$ cat config.mk
export PLATFORM = sky130hd
export DESIGN_NAME = sha256_message_padder
export DESIGN_NICKNAME = d
export VERILOG_FILES = /design/src/rtl/sha256_pad_pkg.sv /design/src/rtl/sha256_pad_word_gen.sv /design/src/rtl/sha256_message_padder.sv
export SDC_FILE = /design/constraint.sdc
export NUM_CORES = 1
export LEC_CHECK = 0
export CORE_ASPECT_RATIO = 1.1
export CORE_UTILIZATION = 50
export CTS_BUF_LIST = sky130_fd_sc_hd__clkbuf_8
export DETAILED_ROUTE_END_ITERATION = 12
export PLACE_DENSITY_LB_ADDON = 0.1
export SYNTH_ARGS = -nofsm -noshare
export SYNTH_HDL_FRONTEND = slang
export SYNTH_SLANG_ARGS = --single-unit
export TNS_END_PERCENT = 20
$ cat constraint.sdc
create_clock -name HCLK -period 3.2 [get_ports HCLK]
set_input_delay 0.96 -clock HCLK [delete_from_list [all_inputs] [get_ports HCLK]]
set_output_delay 0.96 -clock HCLK [all_outputs]
set_load 0.01 [all_outputs]
$ cat src/rtl/sha256_pad_pkg.sv
`default_nettype none
// ============================================================================
//  Module      : sha256_pad_pkg
//  Description : Shared types and constants for the SHA-256 message padder.
//  Revision    : 1.0
// ============================================================================
package sha256_pad_pkg;

    localparam int          BLOCK_WORDS = 16;
    localparam int          LEN_SLOT_HI = 14;
    localparam logic [7:0]  PAD_BYTE    = 8'h80;
    localparam logic [31:0] PAD_WORD    = {PAD_BYTE, 24'h000000};

    typedef logic [31:0]                  word_t;
    // Packed so that element 15 lands in [511:480]; slot 0 (first word) is element 15.
    typedef logic [BLOCK_WORDS-1:0][31:0] block_t;

    typedef enum logic [2:0] {
        FILL      = 3'd0,
        PAD       = 3'd1,
        OUT_DATA  = 3'd2,
        OUT_SPILL = 3'd3,
        LEN_BLK   = 3'd4,
        OUT_FINAL = 3'd5
    } state_t;

    function automatic logic [3:0] slot_idx(input logic [3:0] slot);
        return 4'(BLOCK_WORDS - 1) - slot;
    endfunction

endpackage : sha256_pad_pkg
`default_nettype wire

$ cat src/rtl/sha256_pad_word_gen.sv
`default_nettype none
// ============================================================================
//  Module      : sha256_pad_word_gen
//  Description : Masks unused bytes of an input word and inserts the 0x80 pad
//                byte. SHA256_PAD_BYTESWAP_EN selects little-endian input.
//  Revision    : 1.0
// ============================================================================
module sha256_pad_word_gen
    import sha256_pad_pkg::*;
(
    input  logic [31:0] i_data,
    input  logic [2:0]  i_bytes,
    input  logic        i_last,
    output word_t       o_word,
    output logic [2:0]  o_bytes,
    output logic        o_pad_done
);

    word_t      w_data;
    logic [2:0] w_bytes;

`ifdef SHA256_PAD_BYTESWAP_EN
    assign w_data = {i_data[7:0], i_data[15:8], i_data[23:16], i_data[31:24]};
`else
    assign w_data = i_data;
`endif

    // Partial words only make sense on the final word; anything else counts as full.
    assign w_bytes    = (i_last && (i_bytes < 3'd4)) ? i_bytes : 3'd4;
    assign o_bytes    = w_bytes;
    assign o_pad_done = (w_bytes != 3'd4);

    always_comb begin
        o_word = '0;
        for (int k = 0; k < 4; k++) begin
            if (3'(k) < w_bytes) begin
                o_word[31-8*k -: 8] = w_data[31-8*k -: 8];
            end else if (3'(k) == w_bytes) begin
                o_word[31-8*k -: 8] = PAD_BYTE;
            end
        end
    end

endmodule : sha256_pad_word_gen
`default_nettype wire

$ cat src/rtl/sha256_message_padder.sv
`default_nettype none
// ============================================================================
//  Module      : sha256_message_padder
//  Description : Packs a 32-bit word stream into FIPS 180-4 padded 512-bit
//                blocks. Option macro: SHA256_PAD_BYTESWAP_EN.
//  Revision    : 1.0
// ============================================================================
module sha256_message_padder
    import sha256_pad_pkg::*;
#(
    parameter int LEN_WIDTH = 64
)
(
    input  logic         HCLK,
    input  logic         HRESETn,
    input  logic [31:0]  in_data,
    input  logic [2:0]   in_bytes,
    input  logic         in_last,
    input  logic         in_valid,
    output logic         in_ready,
    output logic [511:0] out_block,
    output logic         out_last,
    output logic         out_valid,
    input  logic         out_ready
);

    state_t               r_state;
    logic [4:0]           r_cnt;
    logic [LEN_WIDTH-1:0] r_len;
    block_t               r_block;
    logic                 r_pad_pending;
    logic                 r_in_ready;
    logic                 r_out_valid;
    logic                 r_out_last;

    word_t                w_word;
    logic [2:0]           w_eff_bytes;
    logic                 w_pad_done;
    logic [LEN_WIDTH-1:0] w_len_inc;
    logic [63:0]          w_len64;
    logic [4:0]           w_pad_slot;
    logic                 w_pad_fits;
    block_t               w_pad_blk;
    block_t               w_len_blk;

    sha256_pad_word_gen u_word_gen (
        .i_data     (in_data),
        .i_bytes    (in_bytes),
        .i_last     (in_last),
        .o_word     (w_word),
        .o_bytes    (w_eff_bytes),
        .o_pad_done (w_pad_done)
    );

    assign w_len_inc = LEN_WIDTH'({w_eff_bytes, 3'b000});
    assign w_len64   = 64'(r_len);

    // Slot holding the 0x80 marker: either still to be written (pending) or
    // already placed inside the last data word.
    assign w_pad_slot = r_pad_pending ? r_cnt : (r_cnt - 5'd1);
    assign w_pad_fits = (w_pad_slot < 5'(LEN_SLOT_HI));

    always_comb begin
        w_pad_blk = r_block;
        for (int i = 0; i < BLOCK_WORDS; i++) begin
            if (5'(i) > w_pad_slot) begin
                w_pad_blk[slot_idx(4'(i))] = '0;
            end else if ((5'(i) == w_pad_slot) && r_pad_pending) begin
                w_pad_blk[slot_idx(4'(i))] = PAD_WORD;
            end
        end
        if (w_pad_fits) begin
            w_pad_blk[slot_idx(4'(LEN_SLOT_HI))]     = w_len64[63:32];
            w_pad_blk[slot_idx(4'(LEN_SLOT_HI + 1))] = w_len64[31:0];
        end
    end

    always_comb begin
        w_len_blk = '0;
        if (r_pad_pending) begin
            w_len_blk[slot_idx(4'd0)] = PAD_WORD;
        end
        w_len_blk[slot_idx(4'(LEN_SLOT_HI))]     = w_len64[63:32];
        w_len_blk[slot_idx(4'(LEN_SLOT_HI + 1))] = w_len64[31:0];
    end

    always_ff @(posedge HCLK or negedge HRESETn) begin
        if (!HRESETn) begin
            r_state       <= FILL;
            r_cnt         <= 5'd0;
            r_len         <= '0;
            r_block       <= '0;
            r_pad_pending <= 1'b0;
            r_in_ready    <= 1'b1;
            r_out_valid   <= 1'b0;
            r_out_last    <= 1'b0;
        end else begin
            case (r_state)
                FILL: begin
                    if (in_valid) begin
                        r_block[slot_idx(r_cnt[3:0])] <= w_word;
                        r_cnt                         <= r_cnt + 5'd1;
                        r_len                         <= r_len + w_len_inc;
                        if (in_last) begin
                            r_in_ready <= 1'b0;
                            if (w_pad_done) begin
                                r_state <= PAD;
                            end else begin
                                r_pad_pending <= 1'b1;
                                if (r_cnt == 5'd15) begin
                                    r_state     <= OUT_SPILL;
                                    r_out_valid <= 1'b1;
                                end else begin
                                    r_state <= PAD;
                                end
                            end
                        end else if (r_cnt == 5'd15) begin
                            r_state     <= OUT_DATA;
                            r_in_ready  <= 1'b0;
                            r_out_valid <= 1'b1;
                        end
                    end
                end
                PAD: begin
                    r_block       <= w_pad_blk;
                    r_pad_pending <= 1'b0;
                    r_out_valid   <= 1'b1;
                    if (w_pad_fits) begin
                        r_state    <= OUT_FINAL;
                        r_out_last <= 1'b1;
                    end else begin
                        r_state <= OUT_SPILL;
                    end
                end
                OUT_DATA: begin
                    if (out_ready) begin
                        r_state     <= FILL;
                        r_cnt       <= 5'd0;
                        r_out_valid <= 1'b0;
                        r_in_ready  <= 1'b1;
                    end
                end
                OUT_SPILL: begin
                    if (out_ready) begin
                        r_state     <= LEN_BLK;
                        r_out_valid <= 1'b0;
                    end
                end
                LEN_BLK: begin
                    r_block       <= w_len_blk;
                    r_pad_pending <= 1'b0;
                    r_state       <= OUT_FINAL;
                    r_out_valid   <= 1'b1;
                    r_out_last    <= 1'b1;
                end
                OUT_FINAL: begin
                    if (out_ready) begin
                        r_state       <= FILL;
                        r_cnt         <= 5'd0;
                        r_len         <= '0;
                        r_pad_pending <= 1'b0;
                        r_out_valid   <= 1'b0;
                        r_out_last    <= 1'b0;
                        r_in_ready    <= 1'b1;
                    end
                end
                default: begin
                    r_state     <= FILL;
                    r_in_ready  <= 1'b1;
                    r_out_valid <= 1'b0;
                    r_out_last  <= 1'b0;
                end
            endcase
        end
    end

    assign in_ready  = r_in_ready;
    assign out_valid = r_out_valid;
    assign out_last  = r_out_last;
    assign out_block = r_block;

endmodule : sha256_message_padder
`default_nettype wire

== After elaboration in Yosys (flattened, before gate mapping) ==
Cells that the tools add are included.

* Bits in registers: 588
* Input bits: 40
* Output and inout port bits: 515
* Logic and storage cells: 238

* $add $sub $neg: 4
* $lt $le $gt $ge: 24
* Equal/unequal tests: 51
* Mux-type cells: 81
* Bitwise gates (word level): 2
* Reductions and logical operators: 53

{| class="wikitable"
|+ Operators with widths
! kind !! number
|-
| $pmux 512 s3 || 1
|-
| $mux 32 || 34
|-
| $bwmux 512 || 1
|-
| $mux 512 || 1
|-
| $mux 64 || 3
|-
| $demux 32 s4 || 1
|-
| $pmux 64 s2 || 1
|-
| $add 64x6->64 || 1
|-
| $mux 8 || 8
|-
| $reduce_and 3->1 || 20
|-
| $ne 3x3->1 const B || 17
|-
| $eq 4x5->1 const A || 8
|-
| $gt 4x5->1 const A || 8
|-
| $mux 3 || 7
|-
| $eq 3x5->1 const A || 4
|-
| $gt 3x5->1 const A || 4
|-
| $logic_and 1x1->1 || 18
|-
| $mux 5 || 3
|-
| $pmux 3 s5 || 1
|-
| $mux 1 || 13
|-
| $ne 2x2->1 const B || 6
|-
| $eq 2x5->1 const A || 2
|-
| $gt 1x5->1 const A || 2
|-
| $gt 2x5->1 const A || 2
|-
| 31 further kinds || 49
|}

== Depth between registers and ports, before layout ==
Gate-level depths: netlist of the first run.

* Word-level depth: 9
* Mapped depth: 12
* Depth with buffers taken out: 11

== Modules after synthesis ==
From an unflattened synthesis of the first run, not the netlist that was laid out.

* Cells, all modules: 1969
* Area, all modules: 23812.8 um^2

{| class="wikitable"
|+ Modules (own cells, without submodules)
! module !! times used !! cells each !! area each (um^2) !! sequential area each (um^2)
|-
| sha256_message_padder || 1 || 1925 || 23481.3 || 14640.3
|-
| sha256_pad_word_gen || 1 || 44 || 331.6 || 0.0
|}

== Least setup slack after synthesis of the first run ==
OpenSTA, ideal clock, no wires.

* Path kind: in2reg
* From: in in_last
* To: reg r_len[35]
* Setup time: 132 ps
* Data arrival time: 2994 ps
* Required time: 3068 ps
* Path slack: 74 ps
* Stages on the path: 12
* Path buffers: 1
* Cell sequence: nor2b_1 -> and2_1 -> ha_1 -> inv_1 -> fa_1 -> nor2b_1 -> o21a_1 -> nand4_1 -> buf_2 -> nor4_1 -> xnor2_1 -> nor2_1

* Cells in the longest elaborated chain, start to end: 5

{| class="wikitable"
|+ Ends and longest elaborated chain
! element !! RTL line !! text
|-
| start, declared || sha256_message_padder.sv:18 || <nowiki>input logic in_last,</nowiki>
|-
| $logic_and 1x1->1 || sha256_pad_word_gen.sv:29 || <nowiki>assign w_bytes = (i_last && (i_bytes < 3'd4)) ? i_bytes : 3'd4;</nowiki>
|-
| $mux 3 || sha256_pad_word_gen.sv:29 ||
|-
| $add 64x6->64 || sha256_message_padder.sv:103 || <nowiki>r_len <= r_len + w_len_inc;</nowiki>
|-
| $mux 64 || sha256_message_padder.sv:100 || <nowiki>if (in_valid) begin</nowiki>
|-
| $pmux 64 s2 || sha256_message_padder.sv:98 || <nowiki>case (r_state)</nowiki>
|-
| end signal, assigned || sha256_message_padder.sv:103 ||
|-
| end, declared || sha256_message_padder.sv:29 || <nowiki>logic [LEN_WIDTH-1:0] r_len;</nowiki>
|}

No other way between the ends. The select of a mux whose other input is x is not followed.
A chain may end at the register's enable or synchronous reset.

== Worst setup path after layout of the first run ==
* From: in in_last
* To: reg r_len[51]

Same word-level chain as after synthesis.

==> qor.log, run 1 <==
qor: timing.period_minus_slack 3020 ps
qor: clock_network.clock_latency_reported_for_the_late_side_of_the_worst_skew_pair 690 ps
qor: timing.slew_viol_final 0
qor: detailed_routing.drc 0
qor: floorplanning.initial_core_util 51.0%
qor: timing.worst_slack 180 ps
qor: detailed_routing.route.final.wire_length 88700 um
qor: critical_path.critical_path.reg2reg.startpoint r_cnt[0]
qor: detailed_routing.wl_per_cell 25.3 um
qor: clock_network.cts_hold_bufs 0
qor: timing.fin_skew 30.0 ps
qor: critical_path.cp.required 3740 ps
qor: yosys.ys_async_sr_fraction 100%
qor: floorplanning.die_area 48800 um2
qor: detailed_routing.route.detailed.vias_per_inst 5.95
qor: yosys.synth-seq-area-share 61.2%
qor: finish.layout-area-overhead-vs-synth 38.0%
qor: power.design_power_total 26.7 mW
qor: yosys.synth_enable_flop_cells 0
qor: finish.diodes 0
qor: power.comb_power_share 40.1%
qor: yosys.synth.area.top_cells sky130_fd_sc_hd__dfrtp_1, sky130_fd_sc_hd__o2bb2ai_1, sky130_fd_sc_hd__nand2_1
qor: finish.filler_cell_count 3529
qor: power.p_seq_share 35.5%
qor: global_routing.grtUsageMet2 57.6%
qor: placement.worst_setup_slack_before_clock_tree_synthesis -636 ps
qor: clock_network.numCtsBuffers 91
qor: critical_path.timing.critical_path.fanout_max 26
qor: power.internal-power 16.6 mW
qor: timing.timing.slew.headroom 49.9%
qor: finish.fin_util 70.4%
qor: power.p_switching 10.2 mW
qor: global_routing.grt_util_met1 46.8%
qor: finish.final_layout_size_suffix_gt1_share 11.3%
qor: critical_path.critPathKind in2reg
qor: yosys.synth.distinct_cells 73
qor: critical_path.worstPathArrival 3560 ps
qor: yosys.synth_top_area_cell sky130_fd_sc_hd__dfrtp_1
qor: global_routing.grt_max_degree 82
qor: timing.maxClockFrequency 0.331 GHz
qor: timing.share_of_the_clock_period_used_by_the_worst_path_after_layout 94.4%
qor: power.power_density_relative_to_cell_area 809 nW/um2
qor: finish.postLayoutCellArea 33000 um2
qor: timing.timing.final.hold_violations 0
qor: clock_network.cts_max_level 3
qor: global_routing.grt_antenna_before_repair 1
qor: global_routing.most_crowded_layer_after_global_routing met2
qor: floorplanning.num_rows 83
qor: critical_path.ff2ff_setup_slack 240 ps
qor: clock_network.cts_tree done
qor: yosys.synthesis.area_per_instance 10.9 um2
qor: critical_path.worstSetupEndpointType flip-flop
qor: floorplanning.io_pins 555
qor: flow_run.maxCapViolCount 0
qor: timing.rsz0062_at_grt false
qor: placement.placedInstanceArea 31100 um2
qor: placement.dp_hpwl 62100 um
qor: power.sw_frac_of_total 38.0%
qor: yosys.synth.top_cell.area_share 61.0%
qor: global_routing.gr-usage-all-layers 36.3%
qor: timing.finalSetupViolations 0
qor: outcome.run_status completed
qor: yosys.yosys_register_bits 585
qor: placement.place.gp.congestion 0.938
qor: detailed_routing.ant_nets 0
qor: floorplanning.floorplan.core_area 46900 um2
qor: clock_network.cts.repair_timing.setup_buffer_count 0
qor: global_routing.first_pass_grt_wire_length 133000 um
qor: yosys.synth_ff_type sky130_fd_sc_hd__dfrtp_1
qor: clock_network.clk_pin_slew_worst_paths 60 ps
qor: global_routing.grt_pass1_vias 21000
qor: floorplanning.fp.dieH 231 um
qor: yosys.synthesis.yosys.warnings 0
qor: timing.tightest_slew 747 ps
qor: global_routing.groute.layer.met3.usage 9.25%
qor: placement.portBuffers 554
qor: detailed_routing.detailedRoute.firstPassIterationCount 7
qor: global_routing.globalRouteOverflowTotal 0
qor: power.pwr-share-clk 24.4%
qor: yosys.ys_top_cells_by_count sky130_fd_sc_hd__dfrtp_1, sky130_fd_sc_hd__o2bb2ai_1, sky130_fd_sc_hd__nand2_1
qor: yosys.synthMostInstantiatedCell sky130_fd_sc_hd__dfrtp_1
qor: clock_network.clock_path_buffers 3
qor: clock_network.clkSinkCount 585
qor: critical_path.worst_r2r_endpoint out_block[318]
qor: finish.final_net_count 2856
qor: critical_path.r2r.worst_path.cells 9
qor: detailed_routing.via_count 20900
qor: power.power.ir.vdd_worst 0.492 mV
qor: detailed_routing.drt_iter0_markers 1776
qor: floorplanning.die_w 211 um
qor: critical_path.worstSetupStartpoint in_last
qor: yosys.synth.net_count 2247
qor: timing.tns 0 ps
qor: critical_path.timing.critical_path.from_type input port
qor: clock_network.cts.root.buffer_cell sky130_fd_sc_hd__clkbuf_8
qor: power.p_leak 14.2 nW
qor: min_path.timing.hold.worst.class in2async
qor: yosys.number_of_standard_cells_after_synthesis 2197
qor: yosys.post_syn_area 23900 um2
cell usage in the layout, fill, tap and decap left out, types with 4 or more instances in the layout:
master,count
sky130_fd_sc_hd__nand2b_1,9
sky130_fd_sc_hd__a31oi_1,6
sky130_fd_sc_hd__and3_1,14
sky130_fd_sc_hd__clkdlybuf4s50_1,553
sky130_fd_sc_hd__and4_1,7
sky130_fd_sc_hd__o21ai_1,35
sky130_fd_sc_hd__a21o_1,4
sky130_fd_sc_hd__buf_4,107
sky130_fd_sc_hd__or3_1,9
sky130_fd_sc_hd__o2bb2ai_1,279
sky130_fd_sc_hd__a21oi_1,150
sky130_fd_sc_hd__xor2_1,15
sky130_fd_sc_hd__buf_12,38
sky130_fd_sc_hd__ha_1,9
sky130_fd_sc_hd__nand4_1,15
sky130_fd_sc_hd__nor3_1,16
sky130_fd_sc_hd__nand2_1,227
sky130_fd_sc_hd__nor4_1,21
sky130_fd_sc_hd__nand3_1,40
sky130_fd_sc_hd__o21ai_0,129
sky130_fd_sc_hd__inv_1,82
sky130_fd_sc_hd__mux2_2,7
sky130_fd_sc_hd__o22ai_1,35
sky130_fd_sc_hd__clkbuf_8,122
sky130_fd_sc_hd__clkinv_2,7
sky130_fd_sc_hd__nor2b_1,4
sky130_fd_sc_hd__dfrtp_1,584
sky130_fd_sc_hd__and2_1,7
sky130_fd_sc_hd__xnor2_1,41
sky130_fd_sc_hd__o31ai_1,5
sky130_fd_sc_hd__o211ai_1,4
sky130_fd_sc_hd__o21a_1,11
sky130_fd_sc_hd__a211oi_1,5
sky130_fd_sc_hd__nor2_1,200
per-layer routing:
metal / up-vias / wire length [um]
li1: 9048 / -
met4: 0 / 3910
met5: - / 0
met1: 10600 / 34500
met3: 211 / 7750
met2: 1084 / 42600
flip-flops by register name, summed over array words and instances, names as in the netlist:
register,count
r_len,61
out_block,512
r_cnt,5
r_pad_pending,1
r_state,3
out_last,1
out_valid,1
in_ready,1
cell families after synthesis:
kind of cell	Yosys count	share of synthesized area [%]
muxes	9	0.413
buffers and inverters	240	4.40
adders and majority gates	10	0.554
and+or+nand+nor	593	11.0
DFF	585	61.2
AOI/OAI and AO/OA	701	20.2
xor gates and xnor gates	59	2.25
what timing repair did:
item	in CTS	in global routing
endpoints found under the setup margin	0	19
hold endpoints to repair	0	0
gates resized for setup	0	5
critical path, cell delays in order:
cell and delay, ps:
sky130_fd_sc_hd__clkdlybuf4s50_1 470, sky130_fd_sc_hd__nor2b_2 210, sky130_fd_sc_hd__and2_1 150, sky130_fd_sc_hd__ha_1 170, sky130_fd_sc_hd__inv_1 60, sky130_fd_sc_hd__fa_1 390
sky130_fd_sc_hd__nor2b_2 170, sky130_fd_sc_hd__o21a_1 130, sky130_fd_sc_hd__nand4_1 150, sky130_fd_sc_hd__buf_12 220, sky130_fd_sc_hd__nor3_1 230, sky130_fd_sc_hd__xnor2_1 170
sky130_fd_sc_hd__nor2_1 70
worst max path at each step:
stage               cells past startpoint        end
floorplan                              12  r_len[35]
global placement                       13  r_len[35]
detailed placement                     13  r_len[51]
CTS                                    13  r_len[35]
global route                           13  r_len[49]
finish                                 13  r_len[51]
power groups by stage:
stage / registers [mW] / clock network [mW] / logic (mW)
3_5_place_dp: 9.58 / 0 / 10.6
3_3_place_gp: 9.55 / 0 / 10.5
6_report: 9.49 / 6.52 / 10.7
2_1_floorplan: 9.97 / 0 / 4.84
4_1_cts: 9.48 / 6.60 / 10.6
5_1_grt: 9.61 / 6.90 / 11.4
per-stage QoR:
step / hold WS [ps] / cells
2_1_floorplan: 472 / 2197
3_3_place_gp: 461 / 3350
3_5_place_dp: 469 / 3350
4_1_cts: 232 / 3513
5_1_grt: 270 / 3513
6_report: 237 / 3513
layout make-up:
| class | count | area [um2] | share of cell area, % |
|---|---|---|---|
| sequential | 585 | 14600 | 44.3 |
| inverter | 57 | 214 | 0.648 |
| clock buffer | 122 | 1680 | 5.08 |
| clock inverter | 41 | 230 | 0.697 |
| tap | 637 | 797 | 2.41 |
| timing repair buffer | 699 | 7110 | 21.5 |
| multi-input combinational | 1372 | 8350 | 25.3 |
No activity file was read; power rests on OpenSTA's default activity.
==> run 2: changes to the inputs <==
- REMOVE_ABC_BUFFERS: unset -> 1
==> run 2 against run 1 <==
Net effect:
- power is 1.1% lower
- core utilization is 0.088 points lower
- first-iteration DRC count is 1.2% lower
- wire length is 1.4% higher
- global-route usage is 0.59 points higher
- maximum frequency is 1.2% lower
- sequential cell count stayed put
- clock power is 4.9% lower
- register-to-register slack better by 160 ps
- worst setup slack worse by 38 ps
- largest power group unchanged
==> qor.log, run 2 (same netlist as run 1, synthesis figures left out) <==
qor: timing.finalSetupViolations 0
qor: power.p_switching 10.1 mW
qor: floorplanning.floorplan.core_area 46900 um2
qor: critical_path.worstSetupEndpointType flip-flop
qor: detailed_routing.ant_nets 0
qor: power.design_power_total 26.4 mW
qor: timing.slew_viol_final 0
qor: detailed_routing.drc 0
qor: detailed_routing.route.detailed.vias_per_inst 5.96
qor: placement.place.gp.congestion 0.935
qor: timing.period_minus_slack 3060 ps
qor: timing.maxClockFrequency 0.327 GHz
qor: detailed_routing.detailedRoute.firstPassIterationCount 5
qor: power.pwr-share-clk 23.4%
qor: power.internal-power 16.3 mW
qor: clock_network.numCtsBuffers 91
qor: placement.place.detailed.instances 3362
qor: power.power.ir.vdd_worst 0.457 mV
qor: timing.timing.final.hold_violations 0
qor: clock_network.clock_latency_reported_for_the_late_side_of_the_worst_skew_pair 690 ps
qor: floorplanning.die_w 211 um
qor: clock_network.cts_tree done
qor: floorplanning.die_area 48800 um2
qor: global_routing.grt_max_degree 75
qor: finish.filler_cell_count 3594
qor: detailed_routing.wl_per_cell 25.5 um
qor: min_path.timing.hold.worst.class in2async
qor: global_routing.globalRouteOverflowTotal 0
qor: detailed_routing.via_count 21000
qor: timing.share_of_the_clock_period_used_by_the_worst_path_after_layout 95.6%
qor: critical_path.critical_path.reg2reg.startpoint r_cnt[1]
qor: finish.largest_reg_flops 512
qor: power.sw_frac_of_total 38.2%
qor: finish.layout-area-overhead-vs-synth 37.8%
qor: detailed_routing.detailed_route_wirelength_on_metal3 7390 um
qor: timing.hold_slack 242 ps
qor: floorplanning.fp.dieH 231 um
qor: clock_network.cts_max_level 3
qor: critical_path.cp.required 3760 ps
qor: critical_path.r2r.worst_path.cells 9
qor: clock_network.cts_hold_bufs 0
qor: clock_network.clock_path_buffers 3
qor: power.p_leak 14.2 nW
qor: critical_path.critPathKind in2reg
qor: detailed_routing.drt_iter0_markers 1755
qor: critical_path.timing.critical_path.from_type input port
qor: clock_network.cts.root.buffer_cell sky130_fd_sc_hd__clkbuf_8
qor: placement.portBuffers 554
qor: finish.most_common_cell_after_layout_fill_and_taps_aside sky130_fd_sc_hd__dfrtp_1
qor: timing.tightest_slew 868 ps
qor: placement.dp_hpwl 62700 um
qor: clock_network.cts.repair_timing.setup_buffer_count 0
qor: critical_path.worst_r2r_endpoint out_block[444]
qor: timing.tns 0 ps
qor: floorplanning.num_rows 83
qor: critical_path.timing.critical_path.fanout_max 26
qor: detailed_routing.route.final.wire_length 90000 um
qor: timing.fin_skew 29.6 ps
qor: floorplanning.initial_core_util 51.0%
qor: power.p_seq_share 35.9%
qor: power.power_density_relative_to_cell_area 801 nW/um2
qor: timing.timing.slew.headroom 42.1%
qor: detailed_routing.dr.max_layer_used met4
qor: timing.rsz0062_at_grt false
qor: detailed_routing.wl_met1 35500 um
qor: finish.final_layout_size_suffix_gt1_share 11.1%
qor: clock_network.clkSinkCount 585
qor: outcome.run_status completed
qor: global_routing.grt_pass1_vias 20800
qor: floorplanning.io_pins 555
qor: critical_path.worstSetupStartpoint in_last
qor: finish.finish.cell_count_without_fillers 3525
qor: placement.placedInstanceArea 31200 um2
qor: finish.leading_cell_types_in_the_layout_fill_and_taps_excluded sky130_fd_sc_hd__dfrtp_1, sky130_fd_sc_hd__clkdlybuf4s50_1, sky130_fd_sc_hd__o2bb2ai_1
qor: global_routing.gr-usage-all-layers 36.9%
qor: finish.postLayoutCellArea 33000 um2
qor: finish.final_net_count 2868
qor: power.comb_power_share 40.7%
qor: clock_network.clk_pin_slew_worst_paths 60 ps
qor: detailed_routing.wl_met2 43400 um
qor: global_routing.grt_antenna_before_repair 0
qor: flow_run.maxCapViolCount 0
qor: global_routing.first_pass_grt_wire_length 134000 um
qor: critical_path.ff2ff_setup_slack 400 ps
qor: critical_path.worstPathArrival 3620 ps
-- run 2: changes by cell type in the layout (fill, tap and decap cells not counted), moves of 2 or more --
cell                       previous run  this run
sky130_fd_sc_hd__buf_4              107       118
sky130_fd_sc_hd__clkinv_2             7         9
sky130_fd_sc_hd__inv_6                2         0
sky130_fd_sc_hd__clkbuf_8           122       112
sky130_fd_sc_hd__nor4_1              21        24
sky130_fd_sc_hd__nor4_2               3         0
sky130_fd_sc_hd__inv_1               82        91
-- run 2: how the worst max path moves through the flow --
stage,endpoint,slack (ps),cells after the start
global route,r_len[17],50,14
detailed placement,r_len[17],-550,14
global placement,r_len[43],-510,13
floorplan,r_cnt[0],-1600,5
CTS,r_len[49],170,13
finish,r_len[49],140,13
-- run 2: layout make-up --
class | count | area, um2 | share of cell area [%]
diodes | 1 | 2.50 | 0.00759
clock buffers | 112 | 1540 | 4.67
clock inverters | 50 | 248 | 0.751
inverters | 57 | 214 | 0.649
multi-input cells | 1372 | 8320 | 25.2
flip-flops and latches | 585 | 14600 | 44.4
well taps | 637 | 797 | 2.42
repair buffers | 711 | 7220 | 21.9
-- run 2: routing by layer --
| layer | vias to the layer above | GRT usage (%) |
|---|---|---|
| met5 | - | 0 |
| met4 | 0 | 16.0 |
| met3 | 191 | 8.35 |
| met2 | 1024 | 60.1 |
| met1 | 10700 | 47.2 |
| li1 | 9092 | - |
-- run 2: power by group through the flow --
stage                     Clock [mW]  Sequential [mW]  Combinational [mW]
after floorplan                    0             10.1                4.15
after global placement             0             9.54                10.6
after detailed placement           0             9.57                10.7
after CTS                       6.27             9.48                10.7
after global routing            6.59             9.61                11.4
final                           6.20             9.48                10.8
-- run 2: stage by stage --
step	utilization (%)	worst slack, ps
after floorplan	-	-1600
after global placement	66.4	-506
after detailed placement	66.4	-550
after CTS	70.3	169
after global routing	70.3	45.5
final	70.3	142
-- run 2: what timing repair did --
| action | CTS | global route |
|---|---|---|
| setup endpoints to repair | 0 | 2 |
| gates resized for setup | 0 | 1 |
| endpoints found under the hold margin | 0 | 0 |
-- run 2: critical path, cell delays in order --
cell and delay (ps):
sky130_fd_sc_hd__clkdlybuf4s50_1 490, sky130_fd_sc_hd__nor2b_2 200, sky130_fd_sc_hd__and2_1 160, sky130_fd_sc_hd__ha_1 170, sky130_fd_sc_hd__inv_1 60, sky130_fd_sc_hd__fa_1 370
sky130_fd_sc_hd__nor2b_1 200, sky130_fd_sc_hd__o21a_1 150, sky130_fd_sc_hd__nand4_1 150, sky130_fd_sc_hd__buf_12 220, sky130_fd_sc_hd__nor4_1 260, sky130_fd_sc_hd__xnor2_1 170
sky130_fd_sc_hd__nor2_1 60
